[src/rtl/multi_edge_tracer.sv]
// multi_edge_tracer: per-channel synchroniser, debouncer and edge-pulse
// generator with sticky event flags and a registered any-pulse summary.
module multi_edge_tracer #(
    parameter int CHANNELS        = 4,
    parameter int SYNC_STAGES     = 2,
    parameter int DEBOUNCE_CYCLES = 4
) (
    input  logic                  clk,
    input  logic                  rst_n,
    input  logic [CHANNELS-1:0]   noisy_in,
    input  logic [2*CHANNELS-1:0] edge_sel,
    input  logic                  en,
    input  logic [CHANNELS-1:0]   clr_sticky,
    output logic [CHANNELS-1:0]   level_out,
    output logic [CHANNELS-1:0]   pulse_out,
    output logic [CHANNELS-1:0]   sticky_out,
    output logic                  any_pulse
);

    // Counter width is derived so it always holds DEBOUNCE_CYCLES-1.
    localparam int CNT_W = $clog2(DEBOUNCE_CYCLES + 1);
    localparam logic [CNT_W-1:0] CNT_LAST = CNT_W'(DEBOUNCE_CYCLES - 1);

    logic [CHANNELS-1:0] sync_chain [SYNC_STAGES];
    logic [CHANNELS-1:0] sync_q;
    logic [CNT_W-1:0]    cnt [CHANNELS];
    logic [CHANNELS-1:0] accept;
    logic [CHANNELS-1:0] qualify;

    assign sync_q = sync_chain[SYNC_STAGES-1];

    // Plain flop chain per channel; nothing sits between stages.
    always_ff @(posedge clk or negedge rst_n) begin
        if (!rst_n) begin
            for (int s = 0; s < SYNC_STAGES; s++) begin
                sync_chain[s] <= '0;
            end
        end else begin
            sync_chain[0] <= noisy_in;
            for (int s = 1; s < SYNC_STAGES; s++) begin
                sync_chain[s] <= sync_chain[s-1];
            end
        end
    end

    // A new level is accepted once it has differed for DEBOUNCE_CYCLES samples;
    // the new level itself tells rise (1) from fall (0) for mode matching.
    always_comb begin
        accept  = '0;
        qualify = '0;
        for (int i = 0; i < CHANNELS; i++) begin
            accept[i]  = (sync_q[i] != level_out[i]) && (cnt[i] == CNT_LAST);
            qualify[i] = accept[i] && en &&
                         (sync_q[i] ? edge_sel[2*i] : edge_sel[2*i+1]);
        end
    end

    // Stability counters restart whenever the sample agrees or a level is taken.
    always_ff @(posedge clk or negedge rst_n) begin
        if (!rst_n) begin
            for (int i = 0; i < CHANNELS; i++) begin
                cnt[i] <= '0;
            end
        end else begin
            for (int i = 0; i < CHANNELS; i++) begin
                if ((sync_q[i] == level_out[i]) || accept[i]) begin
                    cnt[i] <= '0;
                end else begin
                    cnt[i] <= cnt[i] + 1'b1;
                end
            end
        end
    end

    // Level, pulse and sticky all update on the accepting edge; set beats clear.
    always_ff @(posedge clk or negedge rst_n) begin
        if (!rst_n) begin
            level_out  <= '0;
            pulse_out  <= '0;
            sticky_out <= '0;
        end else begin
            level_out  <= level_out ^ accept;
            pulse_out  <= qualify;
            sticky_out <= qualify | (sticky_out & ~clr_sticky);
        end
    end

    // Summary flag trails pulse_out by one cycle.
    always_ff @(posedge clk or negedge rst_n) begin
        if (!rst_n) begin
            any_pulse <= 1'b0;
        end else begin
            any_pulse <= |pulse_out;
        end
    end

endmodule

[config.mk]
export PLATFORM = sky130hd
export DESIGN_NAME = multi_edge_tracer
export DESIGN_NICKNAME = d
export VERILOG_FILES = /design/src/rtl/multi_edge_tracer.sv
export SDC_FILE = /design/constraint.sdc
export NUM_CORES = 1
export LEC_CHECK = 0
export CAP_MARGIN = 10
export CORE_ASPECT_RATIO = 2
export CORE_MARGIN = 2
export CORE_UTILIZATION = 37
export DETAILED_ROUTE_END_ITERATION = 16
export GPL_ROUTABILITY_DRIVEN = 0
export PLACE_DENSITY_LB_ADDON = 0.08
export SYNTH_ARGS = -nofsm -noshare
export SYNTH_HDL_FRONTEND = slang
export SYNTH_SLANG_ARGS = --single-unit
[constraint.sdc]
create_clock -name clk -period 1.2 [get_ports clk]
set_clock_uncertainty 0.1 [all_clocks]
set_input_delay 0.24 -clock clk [delete_from_list [all_inputs] [get_ports clk]]
set_output_delay 0.24 -clock clk [all_outputs]
set_load 0.1 [all_outputs]
* After elaboration in Yosys (flattened, before gate mapping) *
Cells that the tools add are included.

word-level totals
  flip-flop bits (word level) = 33
  bits of input ports = 19
  output and inout bits = 13

cells by class
  $add $sub $neg = 4
  equality and inequality tests = 12
  mux-type cells = 8
  bitwise operators = 4
  reduce and logical (&&, ||, !) cells = 17

operators by type and width
  operator                                                          number
  3-bit by 1-bit adder with 3-bit output (second input constant)    4
  3-bit by 2-bit == test with 1-bit output (second input constant)  4
  1-bit logical AND                                                 12
  3-bit two-way mux                                                 4
  4-bit bitwise AND                                                 1
  1-bit == test                                                     4
  1-bit logical OR                                                  4
  1-bit two-way mux                                                 4
  1-bit inequality test                                             4
  4-bit NOT                                                         1
  4-bit OR                                                          1
  4-bit OR reduction                                                1
  4-bit XOR                                                         1

* Longest topological paths before layout *
Gate-level depths: netlist of run 1.

  word-level depth = 5
  gate-level depth with buffers = 4

* Least setup slack after synthesis of run 1 *
OpenSTA, ideal clock, no wires.

  kind = reg2reg
  start point = reg (tool-made name)
  end point = reg sticky_out[0]
  setup time = 0.123 ns
  arrival = 1.407 ns
  slack = -0.430 ns
  cell stages (with the launch flop) = 3
  buffers on the path = 0
  period minus slack after synthesis = 1.630 ns
  cell sequence = dfrtp_1 o21ai_1 a32o_1

RTL lines
  element               line  text
  to (signal assigned)  84    sticky_out <= qualify | (sticky_out & ~clr_sticky);
  to (decl)             16    output logic [CHANNELS-1:0] sticky_out,

* Final worst setup path of run 1 *
  start point = reg pulse_out[2]
  end point = out pulse_out[2]

RTL lines
  element                 line  text
  from (decl)             15    output logic [CHANNELS-1:0] pulse_out,
  from (signal assigned)  83    pulse_out <= qualify;

No word-level cell between the ends.

==> results.rst, run 1 <==
.. list-table::
   :header-rows: 1

   * - Metric
     - Value
   * - Clock tree from TritonCTS
     - done
   * - Area of the multi-input gates
     - 548 sq um
   * - Worst EP required
     - between 0.8 and 0.9 ns
   * - Site Rows
     - 30
   * - Post-Synthesis Cell Area
     - about 1300 sq um
   * - Flop pwr share
     - 34.5%
   * - Largest family of logic cells by synthesized area
     - simple AND/OR/NAND/NOR gates
   * - Synth Area in Compound Gates
     - 4.75%
   * - Proportion of total power due to net switching
     - 38.7%
   * - Final setup violation count
     - 21
   * - GR Util met3
     - 4.58%
   * - I/O pin count
     - 32
   * - Synth Warn #
     - 0
   * - Final layout net count
     - around 180
   * - Number of global-route vias before repair
     - 862
   * - Per-instance average area after synthesis
     - 12.9 sq um
   * - Clock Root Buffer
     - sky130_fd_sc_hd__clkbuf_8
   * - Vias per cell
     - 4.85
   * - Maximum level of the CTS H-tree
     - 2
   * - Number of hold-repair buffers added at the cts stage
     - 0
   * - Violations in the final reports
     - negative setup slack
   * - Critical path fanouts, max
     - 2
   * - Area share of and/or/nand/nor cells after synthesis
     - 12.1%
   * - Worst IR Drop VDD
     - 1.55 mV
   * - PD cells
     - 2170 nW/um^2
   * - Utilization after layout
     - 64.1%
   * - Fin Setup TNS
     - -1.00 ns
   * - Slew headroom
     - 80.8%
   * - Die X
     - 45.3 um
   * - First-pass GRT wire length
     - 3.75 mm
   * - Final Max Tran Viols
     - 0
   * - Switching Power
     - approximately 1.8 mW
   * - Initial Util
     - roughly 38%
   * - Clk pwr share
     - about 17%
   * - Multiplexer share of the synthesized area
     - 3.56%
   * - Overall global routing resource usage
     - 13.7%
   * - Number of cells produced by synthesis
     - 98
   * - Total overflow reported by the global router
     - 0
   * - Clock buffer count from CTS
     - 5
   * - Highest achievable clock rate
     - around 0.73 GHz
   * - Arrival time at the worst endpoint
     - 1.03 ns
   * - Iteration-0 DRC Markers
     - 6
   * - Die extent in y
     - about 87 um
   * - Post-placement cell count
     - 164
   * - Nets in the synthesized netlist
     - 125
   * - Area growth syn-to-layout
     - 69.4%
   * - Tmin final
     - 1.37 ns
   * - Synthesis-stage register bit count
     - 33
   * - Post-synthesis cell type count
     - 13
   * - Number of buffers inserted by port buffering
     - 31
   * - Worst slew pin tran
     - 0.286 ns
   * - HPWL after DPL
     - 1.66 mm
   * - Filler Cells Inserted
     - 256
   * - Max-cap violations
     - 0
   * - Total number of clock tree sinks
     - 33
   * - Unrepaired setup endpoints after global routing
     - true
   * - Sequential cell area
     - 856 sq um
   * - Setup slack, reg-to-reg
     - -0.04 ns
   * - Number of standard cells in the layout, taps in and fillers out
     - 181
   * - Clock network latency to the later pin of the worst-skew pair
     - 0.28 ns
   * - Die area
     - ~4000 sq um
   * - Comb pwr share
     - 48.9%
   * - Fraction of layout instances using a drive strength above 1
     - 49.7%
   * - Status
     - complete, but fails checks
   * - Number of hold-slack violations in the final timing report
     - 0
   * - Clock transition at the registers of the reported paths
     - 0.07 ns
   * - DR pass1 iterations
     - 4
   * - Post-route clock period utilization
     - 114%
   * - Antenna-violating nets left
     - 0
   * - Worst-case clock buffer depth
     - 2
   * - Reported leakage power
     - 0.941 nW
   * - Proportion of synthesized chip area in sequential cells
     - 65.3%
   * - Worst Path Class, Setup
     - reg2out
   * - Internal power summed over all cells
     - 2.84 mW
   * - Most congested layer reported by global routing
     - met2
   * - WL per Instance
     - 13.0 um
   * - Total inserted antenna cells
     - 0
   * - Power, Total
     - 4.64 mW
   * - Adder-cell share of the synthesized area
     - 7.92%
   * - Min Hold Slack
     - 0.231 ns
   * - Path type of the worst min-delay path
     - in2async
   * - Total routed wirelength
     - 2.35 mm
   * - Met1 GRT Util
     - 13.7%
   * - Initial antenna violation count
     - 0
   * - Remaining design rule violation count
     - 0
   * - Kind of start point of the critical path
     - register
   * - Number of vias in the routed layout
     - between 800 and 900
   * - Crit end category
     - primary output
   * - Core Footprint
     - 3340 sq um
   * - Met2 Usage GRT
     - a little under a quarter
   * - Post-layout worst setup margin
     - -0.171 ns
   * - Largest net degree at the start of global routing
     - 34
   * - Share of the synthesized netlist area taken by xor and xnor gates
     - 2.77%
==> per-stage QoR <==
| stage | setup slack [ns] | instance area, sq um |
|---|---|---|
| after detailed placement | -0.139 | 1880 |
| after CTS | -0.184 | 2050 |
| final | -0.171 | 2140 |
| after global placement | -0.122 | 1880 |
| after global routing | -0.206 | 2140 |
| after floorplan | -0.174 | 1370 |
==> synth_stat cells <==
master,number,share of area (%)
sky130_fd_sc_hd__nand2_1,4,1.2
sky130_fd_sc_hd__o21ai_1,4,1.6
sky130_fd_sc_hd__dfrtp_1,33,65
sky130_fd_sc_hd__xor2_1,4,2.8
sky130_fd_sc_hd__inv_1,12,3.6
sky130_fd_sc_hd__or4_1,1,0.59
sky130_fd_sc_hd__nor2_1,12,3.6
sky130_fd_sc_hd__ha_1,8,7.9
sky130_fd_sc_hd__nand2b_1,4,2.0
sky130_fd_sc_hd__a32o_1,4,3.2
sky130_fd_sc_hd__mux2_2,4,3.6
sky130_fd_sc_hd__nand3b_1,4,2.4
sky130_fd_sc_hd__and3_2,4,2.4
==> kinds of logic (layout without fill, tap and decap cells) <==
logic type,count (synthesis),after routing
DFF,33,33
and+or+nand+nor,29,29
buffers and inverters,12,63
adders and majority gates,8,8
AOI/OAI and AO/OA,8,8
xor gates and xnor gates,4,4
muxes,4,4
==> final timing paths <==
check	cells past startpoint	to	start
setup / recovery	2	pulse_out[2]	pulse_out[2]$_DFF_PN0_
hold / removal	2	sync_q[3]$_DFF_PN0_	rst_n
setup reg to reg	3	register	cnt[6]$_DFF_PN0_
hold reg to reg	0	sync_q[3]$_DFF_PN0_	sync_chain[7]$_DFF_PN0_
max in group asynchronous	2	async pin	rst_n
min in group clk	0	sync_q[3]$_DFF_PN0_	sync_chain[7]$_DFF_PN0_
==> cell type report <==
| cell class | count | area share, % |
|---|---|---|
| Tap cell | 32 | 1.87 |
| Sequential cell | 33 | 40.0 |
| Clock inverter | 2 | 0.468 |
| Inverter | 12 | 2.10 |
| Clock buffer | 6 | 3.39 |
| Multi-Input combinational cell | 53 | 25.6 |
| Timing Repair Buffer | 43 | 26.6 |
==> power by group through the flow <==
stage	combinational (mW)	sequential, mW	clock [mW]
floorplan	0.543	2.19	0
global placement	1.69	1.64	0
detailed placement	1.72	1.66	0
CTS	1.98	1.60	0.803
global route	2.43	1.64	0.857
finish	2.27	1.60	0.768
==> critical path, cell delays in order, from the launching register on <==
cell                      delay [ns]
sky130_fd_sc_hd__dfrtp_4        0.48
sky130_fd_sc_hd__buf_6          0.12
sky130_fd_sc_hd__buf_12         0.15
==> layer usage <==
metal / wire [um] / part of all wire (%) / up-vias
met5: 0 / 0 / -
met4: 46 / 2.0 / 0
met3: 100 / 4.3 / 5
met2: 1410 / 60 / 22
met1: 784 / 33 / 430
li1: - / - / 421
==> cell usage in the layout, fill, tap and decap left out, drive strengths merged <==
master         instances
nor2                  12
o21ai                  4
nand2b                 4
buf                   25
and3                   4
ha                     8
clkdlybuf4s50         18
clkbuf                 6
inv                   12
a32o                   4
or4                    1
dfrtp                 33
mux2                   4
clkinv                 2
xor2                   4
nand2                  4
nand3b                 4
==> repair_timing <==
item | 4_1_cts | 5_1_grt
pin swaps | 10 | 5
buffers inserted | 6 | 3
endpoints found under the hold margin | 0 | 0
setup endpoints to repair | 20 | 34
resized for setup | 9 | 14
No activity file was read; power rests on OpenSTA's default activity.
==> inputs of run 2 (changes only) <==
--- a/config.mk
+++ b/config.mk
@@ -5,13 +5,13 @@
 export SDC_FILE = /design/constraint.sdc
 export NUM_CORES = 1
 export LEC_CHECK = 0
-export CAP_MARGIN = 10
 export CORE_ASPECT_RATIO = 2
 export CORE_MARGIN = 2
 export CORE_UTILIZATION = 37
 export DETAILED_ROUTE_END_ITERATION = 16
 export GPL_ROUTABILITY_DRIVEN = 0
 export PLACE_DENSITY_LB_ADDON = 0.08
+export SKIP_LAST_GASP = 1
 export SYNTH_ARGS = -nofsm -noshare
 export SYNTH_HDL_FRONTEND = slang
 export SYNTH_SLANG_ARGS = --single-unit
==> run 2 against run 1 <==
  * The run still ends with negative setup slack left
  * Count of clock-buffer cells in the layout unchanged
  * Wire length decreased by 0.34%
  * Sequential power about the same
  * Design area decreased by 0.12%
  * Via count decreased by 0.80%
  * Highest routed layer unchanged
  * Non-clock buffer count unchanged
  * Die area unchanged
  * Flip-flop and latch count unchanged
  * Cell count unchanged
  * Clock power about the same
==> results.rst, run 2 (synthesized netlist as in run 1, its figures left out) <==
.. list-table::
   :header-rows: 1

   * - Metric
     - Value
   * - Status
     - complete, but fails checks
   * - Violations in the final reports
     - negative setup slack
   * - Die extent in y
     - 86.7 um (unchanged)
   * - Tmin final
     - 1.37 ns (-0.00320 ns)
   * - Max-cap violations
     - 0 (unchanged)
   * - Commonest non-fill, non-tap cell in the layout
     - sky130_fd_sc_hd__dfrtp_1
   * - Worst Path Class, Setup
     - reg2out
   * - Number of buffers inserted by port buffering
     - 31 (unchanged)
   * - Overall global routing resource usage
     - 13.6% (-0.041 points)
   * - Number of global-route vias before repair
     - 860 (-0.23%)
   * - Worst slew pin tran
     - 0.285 ns (-0.00131 ns)
   * - Clock Root Buffer
     - sky130_fd_sc_hd__clkbuf_8
   * - Total number of clock tree sinks
     - 33 (unchanged)
   * - Fin Setup TNS
     - -0.992 ns (+0.0125 ns)
   * - Crit-path leading delay family
     - flip-flops
   * - Total inserted antenna cells
     - 0 (unchanged)
   * - Iteration-0 DRC Markers
     - 4 (-2)
   * - Final Max Tran Viols
     - 0 (unchanged)
   * - Kind of start point of the critical path
     - register
   * - Remaining design rule violation count
     - 0 (unchanged)
   * - Number of vias in the routed layout
     - 871 (-0.80%)
   * - Post-layout worst setup margin
     - -0.168 ns (+0.00320 ns)
   * - HPWL after DPL
     - 1.66 mm (unchanged)
   * - Min Hold Slack
     - 0.232 ns (+0.000382 ns)
   * - Fraction of layout instances using a drive strength above 1
     - 49.0% (-0.67 points)
   * - Site Rows
     - 30 (unchanged)
   * - Die X
     - 45.3 um (unchanged)
   * - Utilization after layout
     - 64.0% (-0.075 points)
   * - Core Footprint
     - 3340 sq um (unchanged)
   * - Worst IR Drop VDD
     - 1.55 mV (about the same)
   * - Worst-case clock buffer depth
     - 2 (unchanged)
   * - First-pass GRT wire length
     - 3.73 mm (-0.37%)
   * - Area growth syn-to-layout
     - 69.2%
   * - Crit end category
     - primary output
   * - Highest-count cells in the layout ignoring fill and taps
     - 21 x sky130_fd_sc_hd__dfrtp_1, 18 x sky130_fd_sc_hd__clkdlybuf4s50_1, 14 x sky130_fd_sc_hd__buf_12
   * - Total overflow reported by the global router
     - 0 (unchanged)
   * - Clock buffer count from CTS
     - 5 (unchanged)
   * - Vias per cell
     - 4.81 (-0.80%)
   * - Worst EP required
     - 0.86 ns (about the same)
   * - Path type of the worst min-delay path
     - in2async
   * - Antenna-violating nets left
     - 0 (unchanged)
   * - Setup slack at placement
     - -0.139 ns (unchanged)
   * - Post-placement cell count
     - 164 (unchanged)
   * - DR pass1 iterations
     - 3 (-1)
   * - Clock tree from TritonCTS
     - done
   * - Unrepaired setup endpoints after global routing
     - true
   * - Number of standard cells in the layout, taps in and fillers out
     - 181 (unchanged)
   * - Slew headroom
     - 80.9% (+0.087 points)
   * - WL per Instance
     - 12.9 um (-0.34%)
   * - Largest net degree at the start of global routing
     - 34 (unchanged)
   * - Highest achievable clock rate
     - 0.731 GHz (+0.23%)
   * - Final layout net count
     - 175 (unchanged)
   * - Reported leakage power
     - 0.941 nW (about the same)
   * - Crit path max-delay cell type
     - sky130_fd_sc_hd__dfrtp_4
   * - Arrival time at the worst endpoint
     - 1.03 ns (about the same)
   * - Maximum level of the CTS H-tree
     - 2 (unchanged)
   * - Clock network latency to the later pin of the worst-skew pair
     - 0.28 ns (about the same)
   * - PD cells
     - 2160 nW/um^2 (-0.14%)
   * - Die area
     - 3930 sq um (unchanged)
   * - Initial Util
     - 37.8% (unchanged)
   * - Final setup violation count
     - 21 (unchanged)
   * - Total routed wirelength
     - 2.34 mm (-0.34%)
   * - Number of hold-slack violations in the final timing report
     - 0 (unchanged)
   * - Critical path fanouts, max
     - 2 (unchanged)
   * - Number of hold-repair buffers added at the cts stage
     - 0 (unchanged)
   * - I/O pin count
     - 32 (unchanged)
   * - Worst path buffer plus inverter count
     - 2 (unchanged)
   * - Post-route clock period utilization
     - 114% (-0.27 points)
   * - Clock transition at the registers of the reported paths
     - 0.06 ns (about the same)
   * - Cells along the critical path
     - buf_6, buf_12
   * - Initial antenna violation count
     - 0 (unchanged)
   * - Largest stage delay on the critical path
     - 0.47 ns (about the same)
## run 2: cell counts in the layout (fill, tap and decap cells not counted)
No cell type changed its count.
## run 2: timing repair
item / CTS / global route
buffers inserted: 6 / 3
resized for setup: 4 / 18
pin swaps: 8 / 7
cloned: 0 / 0
setup endpoints to repair: 20 / 35
## run 2: layout make-up
type,instances,area (sq um)
clock buffers,6,72.6
clock inverters,2,10.0
fillers,259,1200
inverters,12,45.0
multi-input cells,53,546
flip-flops and latches,33,856
well taps,32,40.0
repair buffers,43,569
## run 2: routing by layer
layer | up-vias | routed length, um | global-route usage, %
met5 | - | 0 | 0
met4 | 0 | 31 | 7.22
met3 | 4 | 94 | 4.58
met2 | 21 | 1420 | 23.6
met1 | 426 | 785 | 13.5
li1 | 420 | - | -
## run 2: through the flow
stage          power, mW  area (sq um)
2_1_floorplan       2.73          1370
3_3_place_gp        3.32          1880
3_5_place_dp        3.38          1880
4_1_cts             4.33          2030
5_1_grt             4.92          2140
6_report            4.63          2140
## run 2: final timing paths
| path | startpoint | end | slack [ns] | cells past startpoint |
|---|---|---|---|---|
| max | pulse_out[2]$_DFF_PN0_ | pulse_out[2] | -0.17 | 2 |
| max reg2reg | cnt[6]$_DFF_PN0_ | register | -0.04 | 3 |
| min reg2reg | sync_chain[7]$_DFF_PN0_ | sync_q[3]$_DFF_PN0_ | 0.25 | 0 |
| min in group clk | sync_chain[7]$_DFF_PN0_ | sync_q[3]$_DFF_PN0_ | 0.25 | 0 |
| max in group asynchronous | rst_n | async pin | 0.58 | 2 |
| min | rst_n | sync_q[3]$_DFF_PN0_ | 0.23 | 2 |
## run 2: report_power, final
group	internal [mW]	switching [mW]	leakage [nW]
combinational	1.04	1.22	0.489
clock	0.401	0.366	0.0450
sequential	1.40	0.198	0.407
total	2.84	1.79	0.941
## run 2: worst reg2reg max path, stage by stage (launching register included)
cell                      delay, ns
sky130_fd_sc_hd__dfrtp_1       0.35
sky130_fd_sc_hd__ha_2          0.19
sky130_fd_sc_hd__ha_4          0.14
sky130_fd_sc_hd__mux2_2        0.33
==> inputs of run 3 (changes only) <==
--- a/config.mk
+++ b/config.mk
@@ -10,7 +10,6 @@
 export CORE_UTILIZATION = 37
 export DETAILED_ROUTE_END_ITERATION = 16
 export GPL_ROUTABILITY_DRIVEN = 0
-export PLACE_DENSITY_LB_ADDON = 0.08
 export SKIP_LAST_GASP = 1
 export SYNTH_ARGS = -nofsm -noshare
 export SYNTH_HDL_FRONTEND = slang
==> constraint.sdc (replaced) <==
create_clock -name clk -period 1.3 [get_ports clk]
set_clock_uncertainty 0.1 [all_clocks]
set_input_delay 0.26 -clock clk [delete_from_list [all_inputs] [get_ports clk]]
set_output_delay 0.26 -clock clk [all_outputs]
set_load 0.1 [all_outputs]
==> run 3 against run 2 <==
  * The flow still finishes with violations (negative setup slack)
  * Flip-flop and latch count unchanged
  * Largest power group unchanged
  * Non-clock buffer count down 8
  * Setup slack improved by 0.15 ns
  * Global-route usage is 0.37 points higher
  * First-iteration DRC count increased by 100%
  * Cell count fell by 4.4%
  * Via count shrank 2.5%
==> results.rst, run 3 (synthesized netlist as in run 1, its figures left out) <==
.. list-table::
   :header-rows: 1

   * - Metric
     - Value
   * - Status
     - complete, but fails checks
   * - Violations in the final reports
     - negative setup slack
   * - Number of vias in the routed layout
     - 849 (-2.5%)
   * - Final layout net count
     - 167 (-4.6%)
   * - Highest-count cells in the layout ignoring fill and taps
     - 25 x sky130_fd_sc_hd__dfrtp_1, 18 x sky130_fd_sc_hd__clkdlybuf4s50_1, 14 x sky130_fd_sc_hd__buf_12
   * - Switching Power
     - 1.55 mW (-13%)
   * - Total number of clock tree sinks
     - 33 (unchanged)
   * - Power, Total
     - 3.96 mW (-14%)
   * - Crit-path leading delay family
     - flip-flops
   * - Worst path buffer plus inverter count
     - 1 (-1)
   * - Initial Util
     - 37.8% (unchanged)
   * - Post-route clock period utilization
     - 101%
   * - Filler Cells Inserted
     - 263 (+1.5%)
   * - Endpoint of the lowest-slack register-to-register path
     - sticky_out[1]$_DFF_PN0_
   * - Total inserted antenna cells
     - 0 (unchanged)
   * - Clock tree from TritonCTS
     - done
   * - Overall global routing resource usage
     - 14.0% (+0.37 points)
   * - Highest achievable clock rate
     - 0.761 GHz
   * - Total routed wirelength
     - 2.26 mm (-3.5%)
   * - Remaining design rule violation count
     - 0 (unchanged)
   * - Largest stage delay on the critical path
     - 0.50 ns (+0.03 ns)
   * - Number of buffers inserted by port buffering
     - 31 (unchanged)
   * - Fraction of layout instances using a drive strength above 1
     - 37.6% (-11 points)
   * - Clock Root Buffer
     - sky130_fd_sc_hd__clkbuf_8
   * - Worst EP required
     - 0.94 ns (+0.08 ns)
   * - Vias per cell
     - 4.91 (+2.0%)
   * - Flop pwr share
     - 36.7% (+2.1 points)
   * - Arrival time at the worst endpoint
     - 0.95 ns (-0.08 ns)
   * - Path type of the worst min-delay path
     - in2async
   * - Clk pwr share
     - 18.5% (+1.9 points)
   * - I/O pin count
     - 32 (unchanged)
   * - Unrepaired setup endpoints after global routing
     - true
   * - Clock network latency to the later pin of the worst-skew pair
     - 0.28 ns (about the same)
   * - Iteration-0 DRC Markers
     - 8 (+4)
   * - First-pass GRT wire length
     - 3.86 mm (+3.5%)
   * - Internal power summed over all cells
     - 2.41 mW (-15%)
   * - Area of the multi-input gates
     - 482 sq um (-12%)
   * - Commonest non-fill, non-tap cell in the layout
     - sky130_fd_sc_hd__dfrtp_1
   * - Slew headroom
     - 81.9% (+0.93 points)
   * - Non-Filler Cell Area, Final
     - 1990 sq um (-7.1%)
   * - Clock buffer count from CTS
     - 5 (unchanged)
   * - Die area
     - 3930 sq um (unchanged)
   * - Setup slack, reg-to-reg
     - 0 ns (+0.04 ns)
   * - Stages on worst setup path
     - 1 (-1)
   * - Site Rows
     - 30 (unchanged)
   * - Worst Path Class, Setup
     - reg2out
   * - Capture point of the worst path
     - level_out[3]
   * - Worst-case reg-to-reg path depth
     - 4 (+1)
   * - Number of hold-slack violations in the final timing report
     - 0 (unchanged)
   * - Die X
     - 45.3 um (unchanged)
   * - Area growth syn-to-layout
     - 57.1%
   * - Sequential cell area
     - 848 sq um (-0.88%)
   * - DR pass1 iterations
     - 4 (+1)
   * - Crit path max-delay cell type
     - sky130_fd_sc_hd__dfrtp_4
   * - Number of global-route vias before repair
     - 914 (+6.3%)
   * - Cells along the critical path
     - buf_12
   * - Worst IR Drop VDD
     - 1.39 mV (-10%)
   * - PD cells
     - 2000 nW/um^2 (-7.8%)
   * - Clock transition at the registers of the reported paths
     - 0.07 ns (about the same)
   * - Worst-case clock buffer depth
     - 2 (unchanged)
   * - Post-layout worst setup margin
     - -0.0136 ns (+0.155 ns)
   * - Kind of start point of the critical path
     - register
   * - Maximum level of the CTS H-tree
     - 2 (unchanged)
   * - WL per Instance
     - 13.0 um (+0.95%)
   * - Antenna-violating nets left
     - 0 (unchanged)
   * - Worst slew pin tran
     - 0.271 ns (-0.0140 ns)
   * - Cell area after placement
     - 1790 sq um (-5.2%)
   * - Crit end category
     - primary output
   * - Min Hold Slack
     - 0.245 ns (+0.0131 ns)
   * - Total overflow reported by the global router
     - 0 (unchanged)
   * - Comb pwr share
     - 44.8% (-4.0 points)
   * - Proportion of total power due to net switching
     - 39.1% (+0.43 points)
   * - Final Max Tran Viols
     - 0 (unchanged)
   * - Number of hold-repair buffers added at the cts stage
     - 0 (unchanged)
   * - HPWL after DPL
     - 1.57 mm (-5.6%)
   * - Reported leakage power
     - 0.892 nW (-5.2%)
   * - Critical path fanouts, max
     - 2 (unchanged)
   * - Max-cap violations
     - 0 (unchanged)
   * - Core Footprint
     - 3340 sq um (unchanged)
   * - Final setup violation count
     - 4 (-81%)
   * - Largest net degree at the start of global routing
     - 34 (unchanged)
   * - Initial antenna violation count
     - 0 (unchanged)
   * - Tmin final
     - 1.31 ns
   * - Die extent in y
     - 86.7 um (unchanged)
[run 3: cell count changes in the layout (fill, tap and decap cells not counted), sizes merged]
cell and change:
buf -8, clkbuf +1, clkinv -2, clkinvlp +1
[run 3: how the worst min path moves through the flow]
stage          depth (start not counted)                       to                     from  slack (ns)
2_1_floorplan                          0                async pin                    rst_n       -0.14
3_3_place_gp                           0      sync_q[3]$_DFF_PN0_  sync_chain[7]$_DFF_PN0_        0.23
3_5_place_dp                           0      sync_q[3]$_DFF_PN0_  sync_chain[7]$_DFF_PN0_        0.24
4_1_cts                                2      sync_q[2]$_DFF_PN0_                    rst_n        0.25
5_1_grt                                2         cnt[4]$_DFF_PN0_                    rst_n        0.25
6_report                               2  sticky_out[1]$_DFF_PN0_                    rst_n        0.24
[run 3: repair_timing]
| item | in CTS | in global routing |
|---|---|---|
| resized for setup | 4 | 15 |
| pin swaps | 0 | 5 |
| setup endpoints to repair | 12 | 19 |
| setup buffers | 3 | 0 |
[run 3: area by class of cell]
class / count / area share [%]
clock buffer: 7 / 3.84
clock inverter: 1 / 0.378
inverter: 12 / 2.27
multi-input combinational: 53 / 24.3
sequential: 33 / 42.7
tap: 32 / 2.02
timing repair buffer: 35 / 24.5
[run 3: layer usage]
metal / GRT usage (%) / part of all wire, %
met1: 16.0 / 39
met2: 21.7 / 53
met3: 4.58 / 5.3
met4: 8.82 / 3.1
met5: 0 / 0
[run 3: power groups by stage]
| stage | sequential [mW] | clock, mW | combinational (mW) |
|---|---|---|---|
| detailed placement | 1.51 | 0 | 1.51 |
| CTS | 1.45 | 0.766 | 1.63 |
| finish | 1.45 | 0.734 | 1.78 |
| global placement | 1.49 | 0 | 1.47 |
| floorplan | 2.00 | 0 | 0.429 |
| global route | 1.48 | 0.823 | 1.94 |
[run 3: per-stage QoR]
stage | utilization [%] | std cells | setup slack (ns) | setup TNS (ns)
final | 59.4 | 173 | -0.0136 | -0.0282
after detailed placement | 53.5 | 162 | -0.0316 | -0.151
after global routing | 59.4 | 173 | -0.0468 | -0.242
after CTS | 57.0 | 173 | -0.0228 | -0.0685
after floorplan | - | 98 | -0.0741 | -0.0997
after global placement | 53.5 | 162 | 0.00266 | 0
